[config.mk]
export PLATFORM = sky130hd
export DESIGN_NAME = bp_be_fpu_issue_sched
export DESIGN_NICKNAME = d
export VERILOG_FILES = /design/src/rtl/bp_be_fpu_issue_sched.sv
export SDC_FILE = /design/constraint.sdc
export NUM_CORES = 1
export LEC_CHECK = 0
export ABC_AREA = 1
export ABC_CLOCK_PERIOD_IN_PS = 5000
export BUFFER_PORTS_ARGS = -buffer_cell sky130_fd_sc_hd__buf_2
export CAP_MARGIN = 20
export CORE_MARGIN = 5
export CORE_UTILIZATION = 57
export CTS_CLUSTER_DIAMETER = 200
export CTS_CLUSTER_SIZE = 25
export DETAILED_ROUTE_END_ITERATION = 10
export GPL_TIMING_DRIVEN = 1
export PLACE_DENSITY = 0.83
export SETUP_SLACK_MARGIN = 0.1
export SYNTH_ARGS = -nofsm -noshare
export SYNTH_HDL_FRONTEND = slang
export SYNTH_SLANG_ARGS = --single-unit
export TNS_END_PERCENT = 20
[constraint.sdc]
create_clock -name clk_i -period 5 [get_ports clk_i]
set_input_delay 1 -clock clk_i [delete_from_list [all_inputs] [get_ports clk_i]]
set_output_delay 1 -clock clk_i [all_outputs]
set_load 0.005 [all_outputs]
[src/rtl/bp_be_fpu_issue_sched.sv]
`default_nettype none
// +----------------------------------------------------------------------------+
// | Module      : bp_be_fpu_issue_sched                                        |
// | Description : Round-robin, credit-gated issue scheduler for a shared       |
// |               fixed-latency FPU pipe. A shadow pipe carries each op's      |
// |               source id and tag alongside the FPU, and results land in a  |
// |               small registered result FIFO.                                |
// | Revision    : 1.0 - initial release                                        |
// +----------------------------------------------------------------------------+
module bp_be_fpu_issue_sched #(
  parameter int latency_p     = 5,
  parameter int tag_width_p   = 5,
  parameter int fifo_els_p    = 4,
  parameter int dword_width_p = 64
) (
  input  logic                       clk_i,
  input  logic                       reset_i,
  input  logic [1:0]                 req_v_i,
  input  logic [2*tag_width_p-1:0]   req_tag_i,
  output logic [1:0]                 req_ready_o,
  input  logic                       flush_i,
  output logic                       fpu_v_o,
  output logic                       fpu_src_o,
  input  logic [dword_width_p-1:0]   fpu_data_i,
  input  logic [4:0]                 fpu_eflags_i,
  output logic                       res_v_o,
  output logic                       res_src_o,
  output logic [tag_width_p-1:0]     res_tag_o,
  output logic [dword_width_p-1:0]   res_data_o,
  output logic [4:0]                 res_eflags_o,
  input  logic                       res_yumi_i
);

  localparam int CNT_W = $clog2(fifo_els_p + 1);
  localparam int PTR_W = (fifo_els_p > 1) ? $clog2(fifo_els_p) : 1;
  localparam logic [CNT_W-1:0] c_full_cnt = CNT_W'(fifo_els_p);
  localparam logic [PTR_W-1:0] c_last_ptr = PTR_W'(fifo_els_p - 1);

  // Credits, arbitration pointer and FIFO bookkeeping
  logic [CNT_W-1:0] cnt_q, cnt_d;
  logic [CNT_W-1:0] fill_q, fill_d;
  logic [PTR_W-1:0] wptr_q, wptr_d, rptr_q, rptr_d;
  logic             last_q, last_d;

  // Shadow pipe: valid bits are reset, payload is not
  logic [latency_p-1:0]   sh_v_q;
  logic [latency_p-1:0]   sh_src_q;
  logic [tag_width_p-1:0] sh_tag_q [latency_p];

  // FIFO storage
  logic                     mem_src_q  [fifo_els_p];
  logic [tag_width_p-1:0]   mem_tag_q  [fifo_els_p];
  logic [dword_width_p-1:0] mem_data_q [fifo_els_p];
  logic [4:0]               mem_ef_q   [fifo_els_p];

  logic                   w_sel, w_issue, w_push, w_pop;
  logic [tag_width_p-1:0] w_tag;

  function automatic logic [PTR_W-1:0] ptr_inc(input logic [PTR_W-1:0] p);
    return (p == c_last_ptr) ? '0 : p + 1'b1;
  endfunction

  // Arbitration: contention goes to the requester that did not win last time;
  // reset_i is folded in so the grant drops asynchronously with reset.
  always_comb begin
    w_sel       = (&req_v_i) ? ~last_q : req_v_i[1];
    w_issue     = (|req_v_i) & (cnt_q < c_full_cnt) & ~flush_i & ~reset_i;
    w_tag       = w_sel ? req_tag_i[tag_width_p +: tag_width_p] : req_tag_i[0 +: tag_width_p];
    req_ready_o = w_issue ? (w_sel ? 2'b10 : 2'b01) : 2'b00;
    fpu_v_o     = w_issue;
    fpu_src_o   = w_issue & w_sel;
  end

  // Result side: push when the last shadow stage is live; flush kills both ends
  always_comb begin
    w_push       = sh_v_q[latency_p-1] & ~flush_i;
    res_v_o      = (fill_q != '0);
    w_pop        = res_yumi_i & res_v_o & ~flush_i;
    res_src_o    = mem_src_q[rptr_q];
    res_tag_o    = mem_tag_q[rptr_q];
    res_data_o   = mem_data_q[rptr_q];
    res_eflags_o = mem_ef_q[rptr_q];
  end

  // Next-state for credits, pointers, occupancy and round-robin pointer
  always_comb begin
    cnt_d  = cnt_q;
    fill_d = fill_q;
    wptr_d = wptr_q;
    rptr_d = rptr_q;
    last_d = w_issue ? w_sel : last_q;
    if (w_issue && !w_pop)      cnt_d = cnt_q + 1'b1;
    else if (!w_issue && w_pop) cnt_d = cnt_q - 1'b1;
    if (w_push && !w_pop)       fill_d = fill_q + 1'b1;
    else if (!w_push && w_pop)  fill_d = fill_q - 1'b1;
    if (w_push) wptr_d = ptr_inc(wptr_q);
    if (w_pop)  rptr_d = ptr_inc(rptr_q);
    if (flush_i) begin
      cnt_d  = '0;
      fill_d = '0;
      wptr_d = '0;
      rptr_d = '0;
    end
  end

  // Control state registers with asynchronous reset
  always_ff @(posedge clk_i or posedge reset_i) begin
    if (reset_i) begin
      cnt_q  <= '0;
      fill_q <= '0;
      wptr_q <= '0;
      rptr_q <= '0;
      last_q <= 1'b1;
      sh_v_q <= '0;
    end else begin
      cnt_q  <= cnt_d;
      fill_q <= fill_d;
      wptr_q <= wptr_d;
      rptr_q <= rptr_d;
      last_q <= last_d;
      if (flush_i) begin
        sh_v_q <= '0;
      end else begin
        sh_v_q[0] <= w_issue;
        for (int i = 1; i < latency_p; i++) sh_v_q[i] <= sh_v_q[i-1];
      end
    end
  end

  // Shadow-pipe payload advances every cycle in lockstep with the FPU
  always_ff @(posedge clk_i) begin
    sh_src_q[0] <= w_sel;
    sh_tag_q[0] <= w_tag;
    for (int i = 1; i < latency_p; i++) begin
      sh_src_q[i] <= sh_src_q[i-1];
      sh_tag_q[i] <= sh_tag_q[i-1];
    end
  end

  // FIFO write port: capture the FPU result with its shadow id/tag
  always_ff @(posedge clk_i) begin
    if (w_push) begin
      mem_src_q[wptr_q]  <= sh_src_q[latency_p-1];
      mem_tag_q[wptr_q]  <= sh_tag_q[latency_p-1];
      mem_data_q[wptr_q] <= fpu_data_i;
      mem_ef_q[wptr_q]   <= fpu_eflags_i;
    end
  end

`ifndef SYNTHESIS
  // Credits must make overflow impossible
  a_no_overflow: assert property (@(posedge clk_i) disable iff (reset_i)
    !(w_push && (fill_q == c_full_cnt) && !w_pop))
    else $error("result FIFO overflow");
`endif

endmodule
`default_nettype wire

# ---- Yosys cells after proc, flatten, opt, wreduce, memory -nomap -nowiden
# Memory sizes are Yosys's and may differ from the RTL's.
# Cells that the tools add are included.
# W data, S select, Z words.
dict set report classes {
  addsub 6
  eq_ne 2
  mux 19
  n_reduce_logical 14
  bitwise 10
  magnitude_cmp 1
}
# op n
set op_table {}
lappend op_table {{$mux W3} 6}
lappend op_table {{$mux W2} 8}
lappend op_table {{$mux W5} 2}
lappend op_table {{$reduce_bool A3 Y1} 3}
lappend op_table {{$and A1 B1 Y1} 7}
lappend op_table {{$add A3 B1 Y3 const B} 2}
lappend op_table {{$sub A3 B1 Y3 const B} 2}
lappend op_table {{$add A2 B1 Y2 const B} 2}
lappend op_table {{$eq A2 B2 Y1 const B} 2}
lappend op_table {{$logic_and A1 B1 Y1} 4}
lappend op_table {{$reduce_bool A2 Y1} 2}
lappend op_table {{$logic_not A1 Y1} 3}
lappend op_table {{$lt A3 B3 Y1 const B} 1}
lappend op_table {{$mux W1} 3}
lappend op_table {{$not A1 Y1} 3}
lappend op_table {{$reduce_and A2 Y1} 1}
lappend op_table {{$reduce_or A2 Y1} 1}
dict set report word_totals {
  regBits 21
  out_inout_bits 80
  in_bits 85
  word_cells 64
  ramBits 325
  mem_count 5
}
# memory depth width read_ports rd_clocked_by_memory_dff wr line_no
set memory_table {}
lappend memory_table {mem_data_q 4 64 1 0 1 53} ;# logic [dword_width_p-1:0] mem_data_q [fifo_els_p];
lappend memory_table {sh_tag_q 5 5 5 0 5 48} ;# logic [tag_width_p-1:0] sh_tag_q [latency_p];
lappend memory_table {mem_ef_q 4 5 1 0 1 54} ;# logic [4:0] mem_ef_q [fifo_els_p];
lappend memory_table {mem_tag_q 4 5 1 0 1 52} ;# logic [tag_width_p-1:0] mem_tag_q [fifo_els_p];
lappend memory_table {mem_src_q 4 1 1 0 1 51} ;# logic mem_src_q [fifo_els_p];

# ---- Logic depth before layout (Yosys ltp)
# Gate-level depths: netlist of the first run.
dict set report logic_depth {
  ltp_word 9
  depth_mapped 10
  depth_no_buf 10
}

# ---- Worst setup path after synthesis of the first run
# No wires, ideal clock.
dict set report synth_path {
  path_kind {input -> register}
  startpoint {input flush_i}
  endpoint {memory mem_data_q[0][0], enable pin}
  setup_time_ps 509
  required_time_ps 4491
  n_path_buf 1
  cell_stages 4
  path_slack_ps -113
  t_arrival_ps 4605
  path_cell_list {buf_6 nor2_1 inv_2 nor2_1}
}
dict set report synth_between {
  elab_chain_len 4
}
# element line_no
set synth_lines {}
lappend synth_lines {{start: declaration} 21} ;# input logic flush_i,
lappend synth_lines {{$not A1 Y1} 76} ;# w_push = sh_v_q[latency_p-1] & ~flush_i;
lappend synth_lines {{$and A1 B1 Y1} 76}
lappend synth_lines {{$mux W1} 142} ;# if (w_push) begin
lappend synth_lines {{$mux W1 (not written as such)} 145} ;# mem_data_q[wptr_q] <= fpu_data_i;
lappend synth_lines {{end: declaration} 53}
# Every way passes these cells.

# ---- Worst setup path after layout of the first run
dict set report layout_path {
  startpoint {register rptr_q[0]}
  endpoint {output res_data_o[33]}
}
dict set report layout_between {
  elab_chain_len 1
}
# element line_no
set layout_lines {}
lappend layout_lines {{start: declaration} 42} ;# logic [PTR_W-1:0] wptr_q, wptr_d, rptr_q, rptr_d;
lappend layout_lines {{start signal: assignment} 119} ;# rptr_q <= rptr_d;
lappend layout_lines {{$mem_v2 Z4 W64} n/a}
lappend layout_lines {{end: declaration} 29} ;# output logic [dword_width_p-1:0] res_data_o,
# Every way passes these cells.

==> results of run 1 <==
## through the flow
step	utilization	hold WS [ns]	total power, mW	setup TNS (ns)	worst slack, ns
final	0.6534	0.3345	5.984	0	0.9954
after detailed placement	0.6304	0.3121	4.563	0	1.544
after global routing	0.6534	0.3392	6.303	0	0.7459
after floorplan	-	0.3096	4.068	-33.94	-0.1131
after CTS	0.6531	0.3332	6.034	0	1.009
after global placement	0.6304	0.3097	4.517	0	1.634
## report_power, final
| group | switching (mW) | internal [mW] |
|---|---|---|
| logic | 0.784 | 0.447 |
| registers | 0.0458 | 3.21 |
| clock network | 0.797 | 0.699 |
## area by class of cell
cell class                 count  area [um2]  share of cell area
antenna                        2       5.005           0.0003510
clock buffer                  28       466.7             0.03273
clock inverter                 1       30.03            0.002106
inverter                      27       105.1            0.007371
multi-input combinational    460        2330              0.1634
sequential                   346       10020              0.7024
tap                          280       350.3             0.02457
timing repair buffer         177       955.9             0.06704
## critical path: cells and delay by family (launching register included)
family	cells	cell delay, ns
buffers and inverters	3	1.41
DFF	1	0.55
AOI/OAI and AO/OA	2	0.49
## cell usage in the layout (no fill, tap or decap), drive strengths merged
| cell | count |
|---|---|
| nand2 | 34 |
| inv | 26 |
| buf | 177 |
| diode | 2 |
| dfxtp | 30 |
| clkinv | 1 |
| xnor2 | 1 |
| clkbuf | 28 |
| xor2 | 1 |
| a21oi | 3 |
| o31ai | 1 |
| o22ai | 75 |
| dfstp | 1 |
| nand3 | 11 |
| bufinv | 1 |
| o21ai | 158 |
| ha | 5 |
| nor2 | 168 |
| nand3b | 1 |
| edfxtp | 300 |
| fa | 2 |
| dfrtp | 15 |
## layer usage
metal | part of all wire | vias up | wire (um) | global-route usage
li1 | - | 3516 | - | -
met1 | 0.40 | 3645 | 9878 | 0.2500
met2 | 0.51 | 270 | 12530 | 0.3281
met3 | 0.066 | 34 | 1608 | 0.03339
met4 | 0.021 | 2 | 505 | 0.05273
met5 | 0.00053 | - | 13 | 0
## path summary, 6_finish.rpt
path                                startpoint                end  depth (start not counted)
worst min-delay path            sh_tag_q[0][5]    sh_tag_q[0][10]                          0
max in group asynchronous              reset_i          rptr_q[0]                          2
min in group asynchronous              reset_i           cnt_q[0]                          2
worst max-delay path                 rptr_q[0]     res_data_o[33]                          5
worst min register to register  sh_tag_q[0][5]    sh_tag_q[0][10]                          0
worst max register to register       sh_v_q[4]  mem_data_q[0][56]                          5
## kinds of logic after synthesis
family	count (synthesis)
AND/OR/NAND/NOR	214
adder cells (fa/ha/maj)	7
AO/OA/AOI/OAI	237
XOR/XNOR	2
buffers and inverters	78
flip-flops	346
## state kept, by name, summed over array words and instances, names as in the netlist
name        count
cnt_q           3
mem_src_q       4
sh_v_q          5
mem_tag_q      20
last_q          1
mem_ef_q       20
mem_data_q    256
sh_src_q        5
fill_q          3
sh_tag_q       25
rptr_q          2
wptr_q          2
==> metrics, run 1 <==
VDD IR max=roughly 0.00029 V; initial antenna violation count=3; final wirelength=24540 um; Overflow after GRT=0; clock tree sinks=346; most frequent cell after synthesis=edfxtp_1; # Post-CTS Setup Buffers=0; via count=around 7500; Placed Cells=between 1000 and 1500; Power per Cell Area=419.7 nW/um2; slowest CP cell=buf_4; largest family of logic cells by synthesized area=compound AO/OA/AOI/OAI gates; CP endpoint kind=output pin; fmax=249.7 MHz; largest net degree at the start of global routing=81; top_reg_cell synth=edfxtp_1; clk_lat worst skew=0.49 ns; Die Ht=159.1 um; DIE AREA=25300 um2; post-layout net count=1121; first-pass iteration count of the detailed router=5; site row count=54; EDFF count, synth=300; post-synthesis simple-gate area fraction=0.06994; final hold violation count=0; Initial DRC Count=721; status=finished clean; global-route usage over all layers=0.1896; worst-path maximum fanout=74; PortBufs=164; root buf cell=clkbuf_16; worst hold path class=flip-flop to flip-flop; yosys warns=0; Avg Inst Size Synth=14.33 um2; clock period minus final worst setup slack=4.005 ns; hold buffers post-CTS=0; Vias/cell=5.653; CP most frequent cell=buf_4; Max Cap Violations=0; Worst slew margin=0.3190; clock buffer depth=3; GPL Wtd Cong=0.7499; crit path cell chain=buf_4, buf_4, o21ai_0, o22ai_1, buf_2; Worst Path Required=4.00 ns; Worst-path clk slew=0.09 ns; Cells after Synth=884; Pins Over Slew Limit=0; FFs w/ async S/R, synth=0.04624; DRT antenna net count=0; RSZ-0062 raised after global routing=no; Post-Synth Adder-Cell Area=0.008100; Netlist cell types=32; share of layout cells above drive strength 1=0.2127; Area contributors post-synth=edfxtp_1 (71%), o21ai_0 (5.7%), nor2_1 (4.9%), dfxtp_1 (4.7%), o22ai_1 (3.7%); CP startpoint kind=flip-flop; Finished Cell Area=around 14000 um2; arrival time of the worst setup path=~3 ns; Post-DP HPWL=about 15000 um; Remaining DRCs=0; Syn-to-layout area delta=12.58%; Post-CTS Resized=0; Layout fillers=1517; global-route wire length before repair=39270 um; cell taking the most area after synthesis=edfxtp_1; post-synthesis mux area share=0; # IOs=165; Core ar.=21820 um2; Cell Area, Synth=12670 um2; Worst Tran Pin Value=between 1 and 1.5 ns; sequential-to-total area share from yosys stat=0.7904; type of the worst setup path=flip-flop to output pin; skew final=approximately 0.012 ns; synth cell count leaders=edfxtp_1 (300), nor2_1 (165), o21ai_0 (144), o22ai_1 (75), dfxtp_1 (30); die width=159.1 um; Syn Nets=976; Yosys top cell area share=0.7113; H-tree depth=1; Seq cells post-synth=~350; crit-path max cell delay=0.68 ns; CTS Buf Count=17; DP Area=13760 um2; period utilisation layout=0.8009; initial core utilization=0.5804; reg2reg setup slack=2.69 ns; WL/cell=18.57 um; vias in the first global route=7557; complex-gate fraction of the synthesized area=0.1021; Pleak=5.048 nW; xor/xnor share of the synthesized area=0.001383; CTS tree=done; Finished Layout Cells=between 1000 and 1500; setup violators final=0
Power figures use the tool's default switching activity.
==> run 2, diff against run 1 <==
--- a/config.mk
+++ b/config.mk
@@ -5,8 +5,8 @@
 export SDC_FILE = /design/constraint.sdc
 export NUM_CORES = 1
 export LEC_CHECK = 0
-export ABC_AREA = 1
-export ABC_CLOCK_PERIOD_IN_PS = 5000
+export ABC_AREA = 0
+export ABC_CLOCK_PERIOD_IN_PS = 3800
 export BUFFER_PORTS_ARGS = -buffer_cell sky130_fd_sc_hd__buf_2
 export CAP_MARGIN = 20
 export CORE_MARGIN = 5
==> constraint.sdc (replaced) <==
create_clock -name clk_i -period 3.8 [get_ports clk_i]
set_input_delay 0.76 -clock clk_i [delete_from_list [all_inputs] [get_ports clk_i]]
set_output_delay 0.76 -clock clk_i [all_outputs]
set_load 0.005 [all_outputs]
==> run 2 against run 1 <==
Critical path depth decreased by 2. Flip-flop and latch count unchanged. Clock skew is 0.0030 ns lower. Sequential share of layout area increased by 1.1 points. Combinational power barely moved. Design area decreased by 1.5%. Largest cell class unchanged. Highest routed layer is now met4.
==> metrics, run 2 <==
via count=5567 (was 7467); worst-path maximum fanout=36 (was 74); clock tree sinks=346 (unchanged); Yosys top cell area share=0.7297 (was 0.7113); Initial DRC Count=431 (was 721); FFs w/ async S/R, synth=0.04624 (unchanged); most frequent cells in the layout=edfxtp_1 (300), buf_2 (164), mux4_2 (75) (was edfxtp_1 (300), buf_2 (164), nor2_1 (161)); biggest regs=mem_data_q (256), sh_tag_q (25) (unchanged); CTS Buf Count=17 (unchanged); worst hold path class=input pin to asynchronous set/reset pin (was flip-flop to flip-flop); VDD IR max=0.0003864 V (was 0.0002888 V); Cells after Synth=517 (was 884); Worst Tran Pin Value=0.9726 ns (was 1.019 ns); status=finished clean (unchanged); Remaining DRCs=0 (unchanged); Pins Over Slew Limit=0 (unchanged); H-tree depth=1 (unchanged); yosys warns=0 (unchanged); WL/cell=22.21 um (was 18.57 um); CTS tree=done (unchanged); Cell Area, Synth=12350 um2 (was 12670 um2); multi-input combinational cell area=2187 um2 (was 2330 um2); RSZ-0062 raised after global routing=no (unchanged); vias in the first global route=5870 (was 7557); global-route usage over all layers=0.1737 (was 0.1896); PortBufs=164 (unchanged); most common cell after layout, fill and taps aside=edfxtp_1 (unchanged); root buf cell=clkbuf_16 (unchanged); Vias/cell=5.739 (was 5.653); Overflow after GRT=0 (unchanged); type of the worst setup path=flip-flop to output pin (unchanged); largest register by flop count=mem_data_q (unchanged); Post-CTS Resized=0 (unchanged); fmax=324.4 MHz; Worst slew margin=0.3477 (was 0.3190); clock buffer depth=3 (unchanged); initial core utilization=0.5836 (was 0.5804); Layout fillers=1310 (was 1517); most frequent cell after synthesis=edfxtp_1 (unchanged); final hold violation count=0 (unchanged); Area contributors post-synth=edfxtp_1 (73%), mux4_2 (14%), dfxtp_1 (4.9%), dfrtp_1 (3.0%), ha_1 (0.51%) (was edfxtp_1 (71%), o21ai_0 (5.7%), nor2_1 (4.9%), dfxtp_1 (4.7%), o22ai_1 (3.7%)); Syn Nets=609 (was 976); die width=157.2 um (was 159.1 um); synth cell count leaders=edfxtp_1 (300), mux4_2 (75), dfxtp_1 (30), dfrtp_1 (15), nor2_1 (14) (was edfxtp_1 (300), nor2_1 (165), o21ai_0 (144), o22ai_1 (75), dfxtp_1 (30)); first-pass iteration count of the detailed router=4 (was 5); Seq cells post-synth=346 (unchanged); Avg Inst Size Synth=23.88 um2 (was 14.33 um2); setup violators final=0 (unchanged); hold buffers post-CTS=0 (unchanged); clk_lat worst skew=0.48 ns (was 0.49 ns); cell taking the most area after synthesis=edfxtp_1 (unchanged); Max Cap Violations=0 (unchanged); site row count=53 (was 54); largest net degree at the start of global routing=54 (was 81); sequential-to-total area share from yosys stat=0.8109 (was 0.7904); CP endpoint kind=output pin (unchanged); Seq. cell area=10020 um2 (about the same); clock period minus final worst setup slack=just over 3 ns; EDFF count, synth=300 (unchanged); Power per Cell Area=537.5 nW/um2 (was 419.7 nW/um2); Worst Path Required=3.04 ns (was 4.00 ns); ant diodes=0 (was 2); skew final=0.008516 ns (was 0.01151 ns); period utilisation layout=0.8112; Worst-path clk slew=0.09 ns (about the same); share of layout cells above drive strength 1=0.4014 (was 0.2127); GPL Wtd Cong=0.7494 (was 0.7499); # IOs=165 (unchanged); worst hold margin=0.3260 ns (was 0.3345 ns); CP startpoint kind=flip-flop (unchanged); max reg flops=256 (unchanged); initial antenna violation count=0 (was 3); reg2reg setup slack=1.38 ns (was 2.69 ns); DRT antenna net count=0 (unchanged); final wirelength=21540 um (was 24540 um); post-layout net count=777 (was 1121); Core ar.=21150 um2 (was 21820 um2); Syn-to-layout area delta=13.76% (was 12.58%); global-route wire length before repair=33140 um (was 39270 um); Post-DP HPWL=13480 um (was 14630 um); DIE AREA=24700 um2 (was 25300 um2); Pleak=4.733 nW (was 5.048 nW); Fin Setup TNS=0 ns (unchanged); arrival time of the worst setup path=2.32 ns (was 3.00 ns); top_reg_cell synth=edfxtp_1 (unchanged); Die Ht=157.2 um (was 159.1 um); Netlist cell types=34 (was 32); # Post-CTS Setup Buffers=0 (unchanged)
## run 2: cell types whose count changed after synthesis, moves of 5 or more
cell / before / now
inv_1: 24 / 10
mux4_2: 0 / 75
nor2_1: 165 / 14
o21ai_1: 13 / 0
nand2_2: 5 / 0
mux2_2: 0 / 5
buf_1: 0 / 6
o21ai_0: 144 / 2
clkbuf_1: 26 / 2
buf_2: 14 / 9
nand2_1: 28 / 1
and2_1: 0 / 6
o22ai_1: 75 / 0
nand3_1: 8 / 0
## run 2: path summary, 6_finish.rpt
| kind | from | end | depth (start not counted) |
|---|---|---|---|
| setup / recovery | rptr_q[0] | res_data_o[61] | 3 |
| hold / removal | reset_i | sh_v_q[2] | 2 |
| setup reg to reg | fill_q[0] | fill_q[2] | 6 |
| hold reg to reg | sh_tag_q[0][17] | sh_tag_q[0][22] | 0 |
| max in group asynchronous | reset_i | rptr_q[0] | 2 |
| min in group clk_i | sh_tag_q[0][17] | sh_tag_q[0][22] | 0 |
## run 2: critical path: stages (launching register included)
cell     delay (ns)
dfrtp_4        0.72
buf_12         0.34
mux4_2         0.59
buf_2          0.16
## run 2: cell families (layout without fill, tap and decap cells)
logic type / count (synthesis) / after routing / synth area share
muxes: 84 / 84 / 0.1448
xor gates and xnor gates: 3 / 3 / 0.002737
AOI/OAI and AO/OA: 9 / 9 / 0.004865
adders and majority gates: 7 / 7 / 0.008311
and+or+nand+nor: 36 / 36 / 0.01561
buffers and inverters: 32 / 210 / 0.01277
DFF: 346 / 346 / 0.8109
## run 2: layout make-up
| type | count | area share |
|---|---|---|
| Sequential cell | 346 | 0.7133 |
| Inverter | 10 | 0.002673 |
| Tap cell | 275 | 0.02450 |
| Multi-Input combinational cell | 139 | 0.1557 |
| Clock buffer | 28 | 0.03323 |
| Clock inverter | 1 | 0.002138 |
| Timing Repair Buffer | 171 | 0.06842 |
## run 2: report_power, final
part | switching (mW) | internal (mW) | leakage, nW
Sequential | 0.121 | 4.22 | 3.16
Combinational | 0.539 | 0.706 | 1.34
Clock | 1.05 | 0.920 | 0.237
Total | 1.71 | 5.84 | 4.73
## run 2: per-stage QoR
stage	area (um2)	std cells	utilization	total power [mW]	setup WS, ns
finish	14040	970	0.6639	7.549	0.7174
global route	14040	970	0.6639	7.886	0.5589
CTS	14040	970	0.6639	7.632	0.6526
detailed placement	13550	941	0.6404	5.692	1.047
global placement	13550	941	0.6404	5.642	1.096
floorplan	12350	517	-	5.209	0.5235
## run 2: metal layers
| metal | track usage | vias up | wire length [um] |
|---|---|---|---|
| li1 | - | 2448 | - |
| met1 | 0.2357 | 2897 | 8274 |
| met2 | 0.3065 | 200 | 11510 |
| met3 | 0.02585 | 22 | 1500 |
| met4 | 0.03441 | 0 | 257 |
| met5 | 0 | - | 0 |
